==> src/rtl/gf409_pkg.sv <==
// rtl/gf409_pkg.sv - GF(2^409) field constants for the x^409 + x^87 + 1 reduction path
package gf409_pkg;
  localparam int GF_M       = 409;
  localparam int GF_K       = 87;
  localparam int GF_PROD_W  = 817;
  localparam int GF_FOLD1_W = 495;
endpackage

==> src/rtl/gf409_fold.sv <==
// rtl/gf409_fold.sv - combinational trinomial fold: low M bits ^ H ^ (H << K), H = bits above M
module gf409_fold
  import gf409_pkg::*;
#(
  parameter int IN_W  = GF_PROD_W,
  // Wide enough to hold H << K; never narrower than a field element.
  parameter int OUT_W = ((IN_W - GF_M + GF_K) > GF_M) ? (IN_W - GF_M + GF_K) : GF_M
) (
  input  logic [IN_W-1:0]  in_data,
  output logic [OUT_W-1:0] out_data
);

  logic [OUT_W-1:0] lo_ext;
  logic [OUT_W-1:0] hi_ext;

  // x^M == x^K + 1, so every coefficient above x^(M-1) lands twice: at i-M and i-M+K.
  assign lo_ext   = OUT_W'(in_data[GF_M-1:0]);
  assign hi_ext   = OUT_W'(in_data[IN_W-1:GF_M]);
  assign out_data = lo_ext ^ hi_ext ^ (hi_ext << GF_K);

endmodule

==> src/rtl/gf409_reduce.sv <==
// rtl/gf409_reduce.sv - two-stage GF(2^409) reduction pipeline; GF409_REDUCE_PERF_EN adds out_count
module gf409_reduce
  import gf409_pkg::*;
(
  input  logic                 clk,
  input  logic                 rst_n,
  input  logic                 in_valid,
  output logic                 in_ready,
  input  logic [GF_PROD_W-1:0] in_prod,
  output logic                 out_valid,
  input  logic                 out_ready,
  output logic [GF_M-1:0]      out_res
`ifdef GF409_REDUCE_PERF_EN
  ,
  output logic [31:0]          out_count
`endif
);

  logic [GF_FOLD1_W-1:0] t_q, t_d;
  logic [GF_M-1:0]       res_q, res_d;
  logic                  v1_q, v1_d;
  logic                  v2_q, v2_d;
  logic [GF_FOLD1_W-1:0] fold1;
  logic [GF_M-1:0]       fold2;
  logic                  ready1, ready2;
  logic                  load1, load2;

  gf409_fold #(.IN_W(GF_PROD_W), .OUT_W(GF_FOLD1_W)) u_fold1 (
    .in_data  (in_prod),
    .out_data (fold1)
  );

  gf409_fold #(.IN_W(GF_FOLD1_W), .OUT_W(GF_M)) u_fold2 (
    .in_data  (t_q),
    .out_data (fold2)
  );

  // Ready propagates backwards so a bubble in either stage is filled immediately.
  always_comb begin
    ready2 = !v2_q || out_ready;
    ready1 = !v1_q || ready2;
    load1  = in_valid && ready1;
    load2  = v1_q && ready2;
  end

  assign in_ready  = ready1;
  assign out_valid = v2_q;
  assign out_res   = res_q;

  // Next-state for valid bits and data registers; data only moves on its stage enable.
  always_comb begin
    v1_d  = v1_q;
    v2_d  = v2_q;
    t_d   = t_q;
    res_d = res_q;
    if (load1) begin
      v1_d = 1'b1;
      t_d  = fold1;
    end else if (load2) begin
      v1_d = 1'b0;
    end
    if (load2) begin
      v2_d  = 1'b1;
      res_d = fold2;
    end else if (out_ready) begin
      v2_d = 1'b0;
    end
  end

  // Stage registers; reset discards anything in flight.
  always_ff @(posedge clk or negedge rst_n) begin
    if (!rst_n) begin
      v1_q  <= 1'b0;
      v2_q  <= 1'b0;
      t_q   <= '0;
      res_q <= '0;
    end else begin
      v1_q  <= v1_d;
      v2_q  <= v2_d;
      t_q   <= t_d;
      res_q <= res_d;
    end
  end

`ifdef GF409_REDUCE_PERF_EN
  logic [31:0] count_q, count_d;

  // Count delivered results, sticking at all-ones rather than wrapping.
  always_comb begin
    count_d = count_q;
    if (v2_q && out_ready && (count_q != 32'hFFFF_FFFF)) begin
      count_d = count_q + 32'd1;
    end
  end

  // Completed-reduction counter register.
  always_ff @(posedge clk or negedge rst_n) begin
    if (!rst_n) begin
      count_q <= '0;
    end else begin
      count_q <= count_d;
    end
  end

  assign out_count = count_q;
`endif

endmodule

==> config.mk <==
export PLATFORM = sky130hd
export DESIGN_NAME = gf409_reduce
export DESIGN_NICKNAME = d
export VERILOG_FILES = /design/src/rtl/gf409_pkg.sv /design/src/rtl/gf409_fold.sv /design/src/rtl/gf409_reduce.sv
export SDC_FILE = /design/constraint.sdc
export NUM_CORES = 1
export LEC_CHECK = 0
export CELL_PAD_IN_SITES_DETAIL_PLACEMENT = 1
export CELL_PAD_IN_SITES_GLOBAL_PLACEMENT = 1
export CORE_AREA = 5 5 477 479
export CTS_BUF_LIST = sky130_fd_sc_hd__clkbuf_4
export CTS_CLUSTER_DIAMETER = 200
export CTS_CLUSTER_SIZE = 30
export DETAILED_ROUTE_END_ITERATION = 10
export DIE_AREA = 0 0 482 484
export PLACE_DENSITY = 0.58
export SLEW_MARGIN = 10
export SYNTH_ARGS = -nofsm -noshare
export SYNTH_HDL_FRONTEND = slang
export SYNTH_HIERARCHICAL = 1
export SYNTH_SLANG_ARGS = --single-unit
==> constraint.sdc <==
create_clock -name clk -period 1.3 [get_ports clk]
set_input_delay 0.13 -clock clk [delete_from_list [all_inputs] [get_ports clk]]
set_output_delay 0.13 -clock clk [all_outputs]
set_load 0.03 [all_outputs]
Yosys cells after proc, flatten, opt, wreduce, memory -nomap -nowiden
Index checks and enable logic that the tools add are counted.

Register bits after elaboration: 906. Output and inout bits: 411. Logic and storage cells: 20.

Multiplexer cells: 4. Bitwise logic cells: 4. Reduce and logical (&&, ||, !) cells: 8.

Operator list (number): 495-bit XOR (1); 409-bit by 173-bit XOR with 409-bit output (1); 409-bit by 408-bit XOR with 409-bit output (1); 409-bit by 86-bit XOR with 409-bit output (1); 1-bit two-way mux (4); 2-bit nonzero test (2); 1-bit logical AND (2); 1-bit logical NOT (2); 1-bit logical OR (2).

Logic depth before layout (Yosys ltp)
Depth in word-level cells: 5. Mapped depth: 6.

Hierarchy
The synthesis kept the hierarchy.

Modules (own cells, without submodules): gf409_reduce (instances 1, cells an instance 1915, area each 34235.3 µm²); gf409_fold at u_fold1 (instances 1, cells an instance 495, area each 9047.4 µm²); gf409_fold at u_fold2 (instances 1, cells an instance 409, area each 3285.7 µm²).

Least setup slack after synthesis
Ideal clock, no wire load.

Kind: register -> register. From: register v2_q (netlist: out_valid). To: register t_q[100]. Data arrival time: 1836 ps. Data required time: 1175 ps. Path slack: -661 ps. Stages on the path, launching flop included: 6. Cells stage by stage: dfrtp_1 nand3b_1 nand2_2 buf_6 buf_6 mux2_2.

Word-level cells in the longest chain between the ends: 4.

Ends and longest elaborated chain: from (decl) (line gf409_reduce.sv:22) `logic v2_q, v2_d;`; from (signal assigned) (line gf409_reduce.sv:79) `v2_q <= v2_d;`; 1-bit logical NOT (line gf409_reduce.sv:40) `ready2 = !v2_q || out_ready;`; 1-bit logical OR (line gf409_reduce.sv:40); 1-bit logical OR (line gf409_reduce.sv:41) `ready1 = !v1_q || ready2;`; named net in_ready (line gf409_reduce.sv:8) `output logic in_ready,`; 1-bit logical AND (line gf409_reduce.sv:42) `load1 = in_valid && ready1;`; to (signal assigned) (line gf409_reduce.sv:80) `t_q <= t_d;`; to (decl) (line gf409_reduce.sv:19) `logic [GF_FOLD1_W-1:0] t_q, t_d;`.

The timed path passes the listed nets, and every way through them passes these cells. A chain may end at the register's enable or synchronous reset.

Worst setup path in the final report
From: register v2_q (netlist: out_valid). To: output in_ready.

Word-level cells in the longest chain between the ends: 3.

Ends and longest elaborated chain (line): 1-bit logical NOT (gf409_reduce.sv:40); 1-bit logical OR (gf409_reduce.sv:40); 1-bit logical OR (gf409_reduce.sv:41); to (decl) (gf409_reduce.sv:8).

No other way between the ends.

==> results.ini <==
[die]
fp-row-count = 174
die_area_um2 = 233000
die_w_um = 482
initial_utilization_pct = 20.9
die_h_um = 484
io_pins = 1232
core_area_um2 = 223000

[pwr]
p_per_area_nw_per_um2 = 1510
p_clk_share_pct = 9.2
leakagePower_nw = 36.0
power.internal_mw = 75.4
power.switching_mw = 45.1
power_mw = 120
swShare_pct = 37.4
ir_worst_vdd_v = 0.000759
seq_power_share_pct = 37.9
combPwrFrac_pct = 53.0

[timing]
fin_worst_skew_ns = 0.0576
period_minus_slack_ns = 2.06
fmax_mhz = 486
max_slew_margin_pct = 49.0
worst_slack_ns = -0.759
finalSetupViolCount = 1319
worstMarginPinSlew_ns = 0.762
rsz0062_at_grt = true
finalHoldViolations = 0
slew_violations = 0
fin_crit_sh_pct = 158

[setup_path]
required_ns = 1.17
critical_path_class = flip-flop to output pin
worstPathArrival_ns = 1.93
start_kind = flip-flop
cp_max_fo = 2
worstSetupEndpointType = output pin

[detailed_routing]
firstDrtPassIters = 5
drt_iter0_drc = 1303
wl_per_cell_um = 27.6
vias = 32650
viasPerCell = 3.93
drtAntennaViolNets = 0
routed_wl_mm = 229
drcViolationCount = 0

[synth]
synth_compound_area_share_pct = 0
syn_inst = 2819
synth_top_family_by_area = multiplexers
synth.area.mux_share_pct = 22.7
ys_types = 13
yosys.area_share.adder_pct = 0
yosys.area_share.simple_pct = 0.0779
synth_fp_nets = 3640
synth_warnings = 6
ys_seq_area_share_pct = 48.7
ys_ff_latch = 906
synth_xor_area_share_pct = 21.3
synth_area_um2 = 46600
postSynthAreaPerCell_um2 = 16.5

[cells_and_area]
nets = 6098
final_cell_mix = 902 x dlygate4sd3_1, 870 x dfrtp_1, 819 x clkdlybuf4s50_1, 734 x mux2_2, 515 x buf_4
fill_cells = 23091
layout_commonest_cell = dlygate4sd3_1
regArea_um2 = 22700
syn_to_final_growth_pct = 71.5
multiInputGateArea_um2 = 20800
layout-drive-gt1-share_pct = 39.9

[outcome]
status = finished, violations left
violations = setup timing

[worst_hold_path]
hp-class = input port to flip-flop

[clock_tree]
clk_pin_slew_ns = 0.32
h-tree-depth = 2
cts_tree = done
cts-buffers-inserted = 37
clk_latency_ns = 1.11
cts_sinks = 906
root_buffer = clkbuf_4
cts_buffer_depth = 3

[global_routing]
first_global_vias = 36857
grt_max_degree = 49
antenna_found_initial = 64
grt_first_pass_wirelength_mm = 298
track_usage_pct = 18.1
grt_overflow = 0

[flow_run]
cap_viol_max_count = 0

[placed_design]
pre_cts_ws_ns = -0.854
portBuffers = 1231
gp_congestion = 0.926
hpwl_mm = 174

state kept, by name, summed over array words and instances, names as in the netlist:
signal	cells
out_valid	1
v1_q	1
t_q	495
out_res	409
timing repair:
action | CTS | global route
endpoints found under the hold margin | 1402 | 0
resized for setup | 945 | 178
setup endpoints to repair | 1315 | 1319
setup buffers | 54 | 71
hold buffers | 904 | 0
cloned | 2 | 50
pin swaps | 1 | 2
metal layers:
metal  GRT usage (%)  wire, um  part of all wire, %
met4            5.90      8330                  3.6
met1            21.6     92100                   40
met3            5.36     17400                  7.6
met5               0       135                0.059
met2            31.2    112000                   49
power by group through the flow:
stage / Clock [mW] / Combinational [mW] / Sequential (mW)
3_5_place_dp: 0 / 56.7 / 45.8
2_1_floorplan: 0 / 16.5 / 52.2
6_report: 11.1 / 63.8 / 45.6
3_3_place_gp: 0 / 56.3 / 45.4
5_1_grt: 12.8 / 66.6 / 46.6
4_1_cts: 12.0 / 61.9 / 45.5
worst max-delay path, cell delays in order (launching register included):
cell and delay (ns):
dfrtp_2 0.49, nand3b_1 0.14, buf_6 0.12, buf_8 0.12
cell families (layout without fill, tap and decap cells):
group         after synthesis  count (layout)
flops                     906             906
xor+xnor                  581             581
simple gates                6               7
buf+inv                   422            2886
mux                       904             904
other cells                 0              25
synth_stat cells:
master | instances | area, um^2
nand3b_1 | 1 | 7.51
buf_4 | 346 | 2600
dfrtp_1 | 906 | 22700
buf_8 | 10 | 150
nand2_1 | 1 | 3.75
mux2_4 | 100 | 1500
xor2_1 | 260 | 2280
nand2_2 | 1 | 6.26
xor3_1 | 321 | 7630
buf_2 | 15 | 75.1
mux2_2 | 804 | 9050
nand2b_1 | 3 | 18.8
buf_6 | 51 | 574
final timing paths:
path,start,endpoint,cells past startpoint,slack (ns)
worst max-delay path,out_valid,in_ready,3,-0.76
worst min-delay path,in_prod[425],t_q[16],4,0.18
worst max register to register,out_valid,t_q[243],8,-0.68
worst min register to register,t_q[346],out_res[346],1,0.49
max in group asynchronous,rst_n,t_q[202],7,-0.17
min in group asynchronous,rst_n,t_q[146],5,0.38
metrics by stage:
step	utilization, %	hold WS [ns]	cells	area, um^2	setup TNS [ns]
global placement	30.1	0.483	7150	67100	-644.22
floorplan	-	-0.166	2819	46600	-321.14
finish	35.8	0.179	8301	79900	-706.34
detailed placement	30.1	0.486	7150	67100	-647.40
global route	35.8	0.0156	8296	79900	-849.02
CTS	34.6	0.0114	8156	77200	-745.77
area by class of cell:
type                            count  area share, %
Clock inverter                      7          0.121
Antenna cell                       25         0.0783
Clock buffer                       39          0.367
Multi-Input combinational cell   1492           26.1
Timing Repair Buffer             2840           40.2
Tap cell                         2992           4.69
Sequential cell                   906           28.4
(Power assumes the default switching activity.)
